<file path="src/rtl/mem_arb_pkg.sv">
// Shared types and constants for the memory-port arbiter.
package mem_arb_pkg;

    localparam int RDATA_W = 48;
    localparam int ADDR_W  = 32;

    // Controller Ctrl encodings: bit 0 = multi, bit 1 = vertical.
    localparam logic [1:0] MC_SINGLE = 2'b00;
    localparam logic [1:0] MC_HORIZ  = 2'b01;
    localparam logic [1:0] MC_VERT   = 2'b11;

    typedef enum logic [1:0] {
        ARB_IDLE,
        ARB_BUSY,
        ARB_RECOVER
    } arb_state_e;

endpackage

</file>
<file path="src/rtl/mem_port_arbiter_rr_pick.sv">
// Combinational round-robin picker: the first set request at or after ptr,
// wrapping from the last port back to port 0.
module rr_pick #(
    parameter  int N  = 2,
    localparam int IW = (N > 1) ? $clog2(N) : 1
) (
    input  logic [N-1:0]  req,
    input  logic [IW-1:0] ptr,
    output logic [N-1:0]  onehot,
    output logic [IW-1:0] idx,
    output logic          valid
);

    // Scan distances 0..N-1 from ptr; the first requesting port found wins.
    always_comb begin
        // NOTE: every output gets a default before the loop so no path leaves it unassigned (no latch).
        onehot = '0;
        idx    = '0;
        valid  = 1'b0;
        for (int d = 0; d < N; d++) begin
            for (int c = 0; c < N; c++) begin
                if (!valid && req[c] && (c == ((int'(ptr) + d) % N))) begin
                    valid     = 1'b1;
                    idx       = IW'(c);
                    onehot[c] = 1'b1;
                end
            end
        end
    end

endmodule

</file>
<file path="src/rtl/mem_port_arbiter.sv">
// Shares one memory controller between N_REQ requesters. A round-robin winner
// is latched, the controller is enabled until it signals completion or a
// timeout expires, the result is returned with a one-cycle ACK, and ENABLE is
// held low for RECOVER_CYC cycles so the controller can return to idle.
module mem_port_arbiter
    import mem_arb_pkg::*;
#(
    parameter int N_REQ       = 2,
    parameter int TIMEOUT_CYC = 64,
    parameter int RECOVER_CYC = 1
) (
    input  logic                      CLK,
    input  logic                      RESET,
    input  logic [N_REQ-1:0]          REQ,
    input  logic [2*N_REQ-1:0]        REQ_CTRL,
    input  logic [ADDR_W*N_REQ-1:0]   REQ_ADDR,
    output logic [N_REQ-1:0]          GNT,
    output logic [N_REQ-1:0]          ACK,
    output logic                      ERR,
    output logic [RDATA_W-1:0]        RDATA,
    output logic                      BUSY,
    output logic                      MC_ENABLE,
    output logic [1:0]                MC_CTRL,
    output logic [ADDR_W-1:0]         MC_ADDRESS,
    input  logic [RDATA_W-1:0]        MC_READ,
    input  logic                      MC_DONE
);

    localparam int IW    = (N_REQ > 1) ? $clog2(N_REQ) : 1;
    localparam int CNT_W = $clog2(TIMEOUT_CYC) + 1;
    localparam int REC_W = $clog2(RECOVER_CYC) + 1;

    arb_state_e          state_q, state_d;
    logic [N_REQ-1:0]    gnt_q, gnt_d;
    logic [N_REQ-1:0]    ack_q, ack_d;
    logic                err_q, err_d;
    logic [RDATA_W-1:0]  rdata_q, rdata_d;
    logic                busy_q, busy_d;
    logic                en_q, en_d;
    logic [1:0]          ctrl_q, ctrl_d;
    logic [ADDR_W-1:0]   addr_q, addr_d;
    logic [CNT_W-1:0]    cnt_q, cnt_d;
    logic [REC_W-1:0]    rec_q, rec_d;
    logic [IW-1:0]       rr_ptr_q, rr_ptr_d;

    logic [N_REQ-1:0]    pick_onehot;
    logic [IW-1:0]       pick_idx;
    logic                pick_valid;

    rr_pick #(
        .N (N_REQ)
    ) u_rr_pick (
        .req    (REQ),
        .ptr    (rr_ptr_q),
        .onehot (pick_onehot),
        .idx    (pick_idx),
        .valid  (pick_valid)
    );

    // Next-state and datapath: arbitration in IDLE, completion/timeout in BUSY,
    // enable-low spacing in RECOVER.
    always_comb begin
        state_d  = state_q;
        gnt_d    = gnt_q;
        ack_d    = '0;
        err_d    = 1'b0;
        rdata_d  = rdata_q;
        en_d     = en_q;
        ctrl_d   = ctrl_q;
        addr_d   = addr_q;
        cnt_d    = cnt_q;
        rec_d    = rec_q;
        rr_ptr_d = rr_ptr_q;

        case (state_q)
            ARB_IDLE: begin
                if (pick_valid) begin
                    gnt_d = pick_onehot;
                    for (int i = 0; i < N_REQ; i++) begin
                        if (pick_onehot[i]) begin
                            addr_d = REQ_ADDR[i*ADDR_W +: ADDR_W];
                            ctrl_d = REQ_CTRL[2*i +: 2];
                        end
                    end
                    en_d     = 1'b1;
                    cnt_d    = '0;
                    rr_ptr_d = (pick_idx == IW'(N_REQ - 1)) ? '0 : pick_idx + 1'b1;
                    state_d  = ARB_BUSY;
                end
            end

            ARB_BUSY: begin
                cnt_d = cnt_q + 1'b1;
                // Completion takes priority over a timeout landing on the same edge.
                if (MC_DONE) begin
                    rdata_d = MC_READ;
                    ack_d   = gnt_q;
                    gnt_d   = '0;
                    en_d    = 1'b0;
                    rec_d   = '0;
                    state_d = ARB_RECOVER;
                end else if (cnt_q == CNT_W'(TIMEOUT_CYC - 1)) begin
                    rdata_d = '0;
                    ack_d   = gnt_q;
                    err_d   = 1'b1;
                    gnt_d   = '0;
                    en_d    = 1'b0;
                    rec_d   = '0;
                    state_d = ARB_RECOVER;
                end
            end

            ARB_RECOVER: begin
                en_d = 1'b0;
                if (rec_q == REC_W'(RECOVER_CYC - 1)) begin
                    state_d = ARB_IDLE;
                end else begin
                    rec_d = rec_q + 1'b1;
                end
            end

            default: begin
                state_d = ARB_IDLE;
            end
        endcase

        busy_d = (state_d != ARB_IDLE);
    end

    // State and output registers with synchronous reset.
    always_ff @(posedge CLK) begin
        // NOTE: sequential state uses non-blocking assignments so all registers update together.
        if (RESET) begin
            state_q  <= ARB_IDLE;
            gnt_q    <= '0;
            ack_q    <= '0;
            err_q    <= 1'b0;
            rdata_q  <= '0;
            busy_q   <= 1'b0;
            en_q     <= 1'b0;
            ctrl_q   <= MC_SINGLE;
            addr_q   <= '0;
            cnt_q    <= '0;
            rec_q    <= '0;
            rr_ptr_q <= '0;
        end else begin
            state_q  <= state_d;
            gnt_q    <= gnt_d;
            ack_q    <= ack_d;
            err_q    <= err_d;
            rdata_q  <= rdata_d;
            busy_q   <= busy_d;
            en_q     <= en_d;
            ctrl_q   <= ctrl_d;
            addr_q   <= addr_d;
            cnt_q    <= cnt_d;
            rec_q    <= rec_d;
            rr_ptr_q <= rr_ptr_d;
        end
    end

    assign GNT        = gnt_q;
    assign ACK        = ack_q;
    assign ERR        = err_q;
    assign RDATA      = rdata_q;
    assign BUSY       = busy_q;
    assign MC_ENABLE  = en_q;
    assign MC_CTRL    = ctrl_q;
    assign MC_ADDRESS = addr_q;

endmodule

</file>
<file path="config.mk">
export PLATFORM = sky130hd
export DESIGN_NAME = mem_port_arbiter
export DESIGN_NICKNAME = d
export VERILOG_FILES = /design/src/rtl/mem_arb_pkg.sv /design/src/rtl/mem_port_arbiter_rr_pick.sv /design/src/rtl/mem_port_arbiter.sv
export SDC_FILE = /design/constraint.sdc
export NUM_CORES = 1
export LEC_CHECK = 0
export CORE_MARGIN = 3
export CORE_UTILIZATION = 34
export DETAILED_ROUTE_END_ITERATION = 6
export MAX_ROUTING_LAYER = met4
export PLACE_DENSITY = 0.76
export RECOVER_POWER = 50
export SYNTH_ARGS = -nofsm -noshare
export SYNTH_HDL_FRONTEND = slang
export SYNTH_SLANG_ARGS = --single-unit
</file>
<file path="constraint.sdc">
create_clock -name CLK -period 1.52 [get_ports CLK]
set_input_delay 0.228 -clock CLK [delete_from_list [all_inputs] [get_ports CLK]]
set_output_delay 0.228 -clock CLK [all_outputs]
set_load 0.02 [all_outputs]
</file>
# --- After elaboration in Yosys (flattened, before gate mapping) ---
# Cells that the tools add are included.
totals:
  regBits: 100
  inputBits: 121
  output_inout_bits: 89
  wordCells: 88
op_classes:
  n_addsub: 4
  n_eq_ne: 6
  muxes: 36
  n_bitwise: 2
  reduce_logical: 28
ops:
  columns: ["cell", "n"]
  rows:
  - ["48-bit two-way mux", 2]
  - ["32-bit logical NOT", 2]
  - ["32-bit two-way mux", 2]
  - ["2-bit two-way mux", 11]
  - ["1-bit two-way mux", 15]
  - ["7-bit case mux with 2 select lines", 1]
  - ["2-bit nonzero test", 5]
  - ["3-bit AND reduction", 3]
  - ["2-bit AND reduction", 4]
  - ["7-bit by 1-bit adder with 7-bit output, second input constant", 1]
  - ["7-bit by 6-bit == test with 1-bit output, second input constant", 1]
  - ["1-bit logical AND", 7]
  - ["7-bit two-way mux", 1]
  - ["2-bit case mux with 3 select lines", 1]
  - ["2-bit case mux with 2 select lines", 1]
  - ["1-bit adder, second input constant", 3]
  - ["1-bit logical NOT", 3]
  - ["3-bit != test, second input constant", 1]
  - ["1-bit case mux with 3 select lines", 1]
  - ["3-bit nonzero test", 1]
  - ["3-bit OR reduction", 1]
  - ["2-bit by 1-bit == test with 1-bit output, second input constant", 1]
  - ["2-bit == test, first input constant", 1]
  - ["2-bit == test, second input constant", 1]
  - ["other kinds (6)", 6]

# --- Depth between registers and ports, before layout ---
logic_depth:
  ltp_word: 18
  ltp_mapped: 7
  depth_no_buf: 6

# --- Cells and area by module ---
# Synthesis repeated with hierarchy kept, for this count alone.
hier_totals:
  hier_cells: 460
  area_unflattened_um2: 4075.2
modules_own_cells:
  columns: ["mod", "n_inst", "cells_per_inst", "area_each_um2", "seq_area_each_um2"]
  rows:
  - ["mem_port_arbiter", 1, 455, 4042.6, 1981.9]
  - ["rr_pick", 1, 5, 32.5, 0.0]

# --- Worst setup path after synthesis ---
# No wires, ideal clock.
synth_timing:
  kind: "register -> register"
  start: "reg state_q[0]"
  end: "reg gnt_q[0], in the netlist GNT[0]"
  setup_time_ps: 119
  t_arrival_ps: 1489
  required_ps: 1401
  slack_ps: -88
  stages_incl_launch_ff: 8
  path_buffers: 1
  period_less_slack_ps: 1608
  cell_sequence: "dfxtp_1 -> inv_1 -> ha_1 -> nor3b_1 -> buf_2 -> or2_2 -> o21ai_0 -> a21oi_1"
synth_between:
  elab_chain_len: 3
  elab_cells_between_ends: 7
  cone_classes: "eq/ne (3); mux (1); reduce/logical (3)"
synth_rtl:
  columns: ["element", "line", "text"]
  rows:
  - ["from (decl)", "mem_port_arbiter.sv:33", "arb_state_e state_q, state_d;"]
  - ["from (signal assigned)", "mem_port_arbiter.sv:147", "state_q <= state_d;"]
  - ["2-bit by 1-bit == test with 1-bit output / 2-bit logical NOT (equally long branches)", "mem_port_arbiter.sv:75", "case (state_q)"]
  - ["3-bit != test (no source line), or another cell as far along", null, null]
  - ["3-bit AND reduction (no source line)", null, null]
  - ["to (signal assigned)", "mem_port_arbiter.sv:148", "gnt_q <= gnt_d;"]
  - ["to (decl)", "mem_port_arbiter.sv:34", "logic [N_REQ-1:0] gnt_q, gnt_d;"]
# Several ways; a longest one is shown, not always the timed one.
# A chain may end at the register's enable or synchronous reset.

# --- Worst setup path after layout ---
layout_timing:
  start: "reg cnt_q[0]"
  end: "reg rdata_q[20], in the netlist RDATA[20]"
layout_between:
  elab_chain_len: 3
layout_rtl:
  columns: ["element", "line", "text"]
  rows:
  - ["from (decl)", "mem_port_arbiter.sv:42", "logic [CNT_W-1:0] cnt_q, cnt_d;"]
  - ["from (signal assigned)", "mem_port_arbiter.sv:156", "cnt_q <= cnt_d;"]
  - ["7-bit by 6-bit == test with 1-bit output", "mem_port_arbiter.sv:102", "end else if (cnt_q == CNT_W'(TIMEOUT_CYC - 1)) begin"]
  - ["2-bit nonzero test (no source line)", null, null]
  - ["2-bit AND reduction (no source line)", null, null]
  - ["to (signal assigned)", "mem_port_arbiter.sv:151", "rdata_q <= rdata_d;"]
  - ["to (decl)", "mem_port_arbiter.sv:37", "logic [RDATA_W-1:0] rdata_q, rdata_d;"]
# No other way between the ends.

==> impl_metrics.tcl <==
set metrics [dict create \
    status "finished with violations" \
    violations "negative setup slack" \
    nNetsFinal 709 \
    synthesis.nets 469 \
    grt_pass1_vias 3515 \
    filler_cell_count 852 \
    synthToLayoutAreaGrowth_pct 83.5 \
    ir_drop_uv 529 \
    ctsLongestPathBuffers 2 \
    synth_seq_cells 99 \
    grt_max_degree 35 \
    fin_crit_sh_pct 104 \
    io_buffer_count 209 \
    power_leakage_nw 3.11 \
    p_int_mw 5.17 \
    cts_tree "done" \
    seqCellArea_um2 1990 \
    placed_area_um2 6020 \
    antenna_cells 0 \
    power_per_cell_area_nw_per_um2 1120 \
    whs_ps 452 \
    p_switching_mw 2.24 \
    postRouteAntennaNets 0 \
    row_count 37 \
    ys.warnings.count 0 \
    fmax_mhz 634 \
    postCtsHoldBufs 0 \
    drt-wirelength-per-cell_um 17.1 \
    ioPinCount 210 \
    max-slew-margin-rel_pct 73.5 \
    syn_area_per_cell_um2 10.5 \
    clock-sinks 99 \
    slew_violations 0 \
    pre_cts_ws_ps -519 \
    clockPowerShare_pct 26.8 \
    period_minus_slack_ps 1580 \
    die_h_um 109 \
    clkTransAtPathRegs_ps 100 \
    drt_iter0_markers 158 \
    critPathKind "flop to flop" \
    synth.top_cells.by_area "dfxtp_1, a22o_1, mux2i_1, o21ai_0, nand2_1" \
    viasPerCell 4.89 \
    grt_pass1_wl_mm 17.7 \
    place.gp.congestion 0.768 \
    rsz0062_at_grt "true" \
    startpoint_type "flop" \
    syn-instance-count 344 \
    antenna_found_initial 0 \
    crit_path_end_kind "flop" \
    htreeDepth 3 \
    combinationalPowerShare_pct 31.6 \
    async_flop_share_pct 0 \
    worstPathMaxFanout 12 \
    setup_violations 53 \
    cts_made_buffers 9 \
    insertion_delay_ps 360 \
    core-area_um2 10300 \
    cp.required_ps 1820 \
    track_usage_pct 19.9 \
    drive_gt1_share_pct 18.3 \
    root_buffer "clkbuf_8" \
    hp-class "flop to flop" \
    seq_area_frac_synth_pct 54.8 \
    drt-total-wl_mm 12.4 \
    drc 0 \
    synth_edf_count 0 \
    worst_slack_ps -58.1 \
    synth_area_um2 3620 \
    dp_hpwl_mm 8.17 \
    synth_common_cells "dfxtp_1, a22o_1, nand2_1, o21ai_0, mux2i_1" \
    p_sw_share_pct 30.3 \
    yosysMostFrequentCell "dfxtp_1" \
    multiInputGateArea_um2 1760 \
    die_area_um2 11900 \
    synth_top_area_share_pct 54.8 \
    synth_flop_cell "dfxtp_1" \
    yosysTopAreaCell "dfxtp_1" \
    cap_violations 0 \
    vias 3548 \
    start_util_pct 35.1 \
    total_power_mw 7.42 \
    seqPwrFrac_pct 41.6 \
    arrival_ps 1870 \
    worstMarginPinSlew_ps 397 \
    die_x_um 109 \
    finalHoldViolations 0 \
    finalInstanceArea_um2 6640 \
    grt_overflow_total 0 \
    dr.pass1.iters 4 \
    ys_types 35 \
    fin_worst_skew_ps 10.8 \
]
==> logic make-up after synthesis <==
logic type | count (synthesis) | synth area share (%)
xor+xnor | 5 | 1.21
flops | 99 | 54.8
mux | 35 | 9.68
buf+inv | 27 | 3.98
compound gates | 101 | 19.7
fa+ha+maj | 4 | 1.38
simple gates | 73 | 9.27
==> area by class of cell <==
cell class	count	share of cell area (%)
Clock buffer	10	1.92
Clock inverter	6	1.72
Inverter	5	0.283
Multi-Input combinational cell	222	26.5
Sequential cell	99	29.9
Tap cell	136	2.56
Timing Repair Buffer	247	37.1
==> metal layers <==
layer	GRT usage, %	vias up	routed length (um)
li1	-	1724	-
met1	22.1	1631	4880
met2	33.2	178	6130
met3	6.22	15	1200
met4	7.75	0	167
met5	-	-	0
==> cell usage in the layout (no fill, tap or decap), types with 3 or more instances in the layout <==
cell             synthesis  routed
a21oi_1                  7       6
a22o_1                  48      48
buf_12                   0       5
buf_16                   0       4
buf_4                    5      22
buf_6                    2       5
bufinv_16                0       3
clkbuf_8                 0       9
clkdlybuf4s50_1          0     119
dfxtp_1                 99      96
dfxtp_2                  0       3
dlygate4sd2_1            0      89
ha_4                     0       3
inv_1                    5       3
mux2i_1                 35      35
nand2_1                 38      23
nand2_2                  0      11
nand2_4                  0       4
nor2_1                  14       9
nor2_2                   0       3
nor2_4                   0       5
o21ai_0                 38      20
o21ai_1                  0       8
o21ai_2                  0       9
xnor2_1                  5       5
==> worst max-delay path: stages, from the launching register on <==
cell and delay (ps):
dfxtp_2 350, ha_4 160, and3_4 190, a21o_1 180, a21oi_4 200, buf_4 170, buf_16 140, a22o_1 130
==> state kept, by name, summed over array words and instances (netlist names), 2 cells and up <==
signal,count
GNT,2
ACK,2
cnt_q,7
RDATA,48
state_q,2
MC_ADDRESS,32
MC_CTRL,2
==> path summary, 6_finish.rpt <==
kind                               start                          end  slack, ps  cells after the start
max                cnt_q[0]$_SDFFE_PP0P_       RDATA[20]$_SDFFE_PP0P_        -60                      7
min          MC_ADDRESS[20]$_SDFFE_PP0P_  MC_ADDRESS[20]$_SDFFE_PP0P_        450                      2
max reg2reg        cnt_q[0]$_SDFFE_PP0P_       RDATA[20]$_SDFFE_PP0P_        -60                      7
min reg2reg  MC_ADDRESS[20]$_SDFFE_PP0P_  MC_ADDRESS[20]$_SDFFE_PP0P_        450                      2
==> power groups by stage <==
stage	clock network (mW)	registers, mW	logic (mW)
floorplan	0	3.44	0.625
CTS	2.04	3.07	2.13
global placement	0	3.11	2.08
detailed placement	0	3.13	2.11
global route	2.14	3.12	2.49
finish	1.99	3.09	2.34
==> through the flow <==
step,utilization (%),std cells,TNS [ps]
floorplan,-,344,-26.5
detailed placement,58.3,691,-31170
global route,64.3,725,-5170
finish,64.3,725,-1940
global placement,58.3,691,-28000
CTS,62.0,720,-2600
==> repair_timing <==
action | 4_1_cts | 5_1_grt
pin swaps | 5 | 13
endpoints found under the setup margin | 144 | 89
setup buffers | 7 | 2
resized for setup | 110 | 61
cloned | 7 | 4
Note: power is estimated with default switching activity, not from simulation.
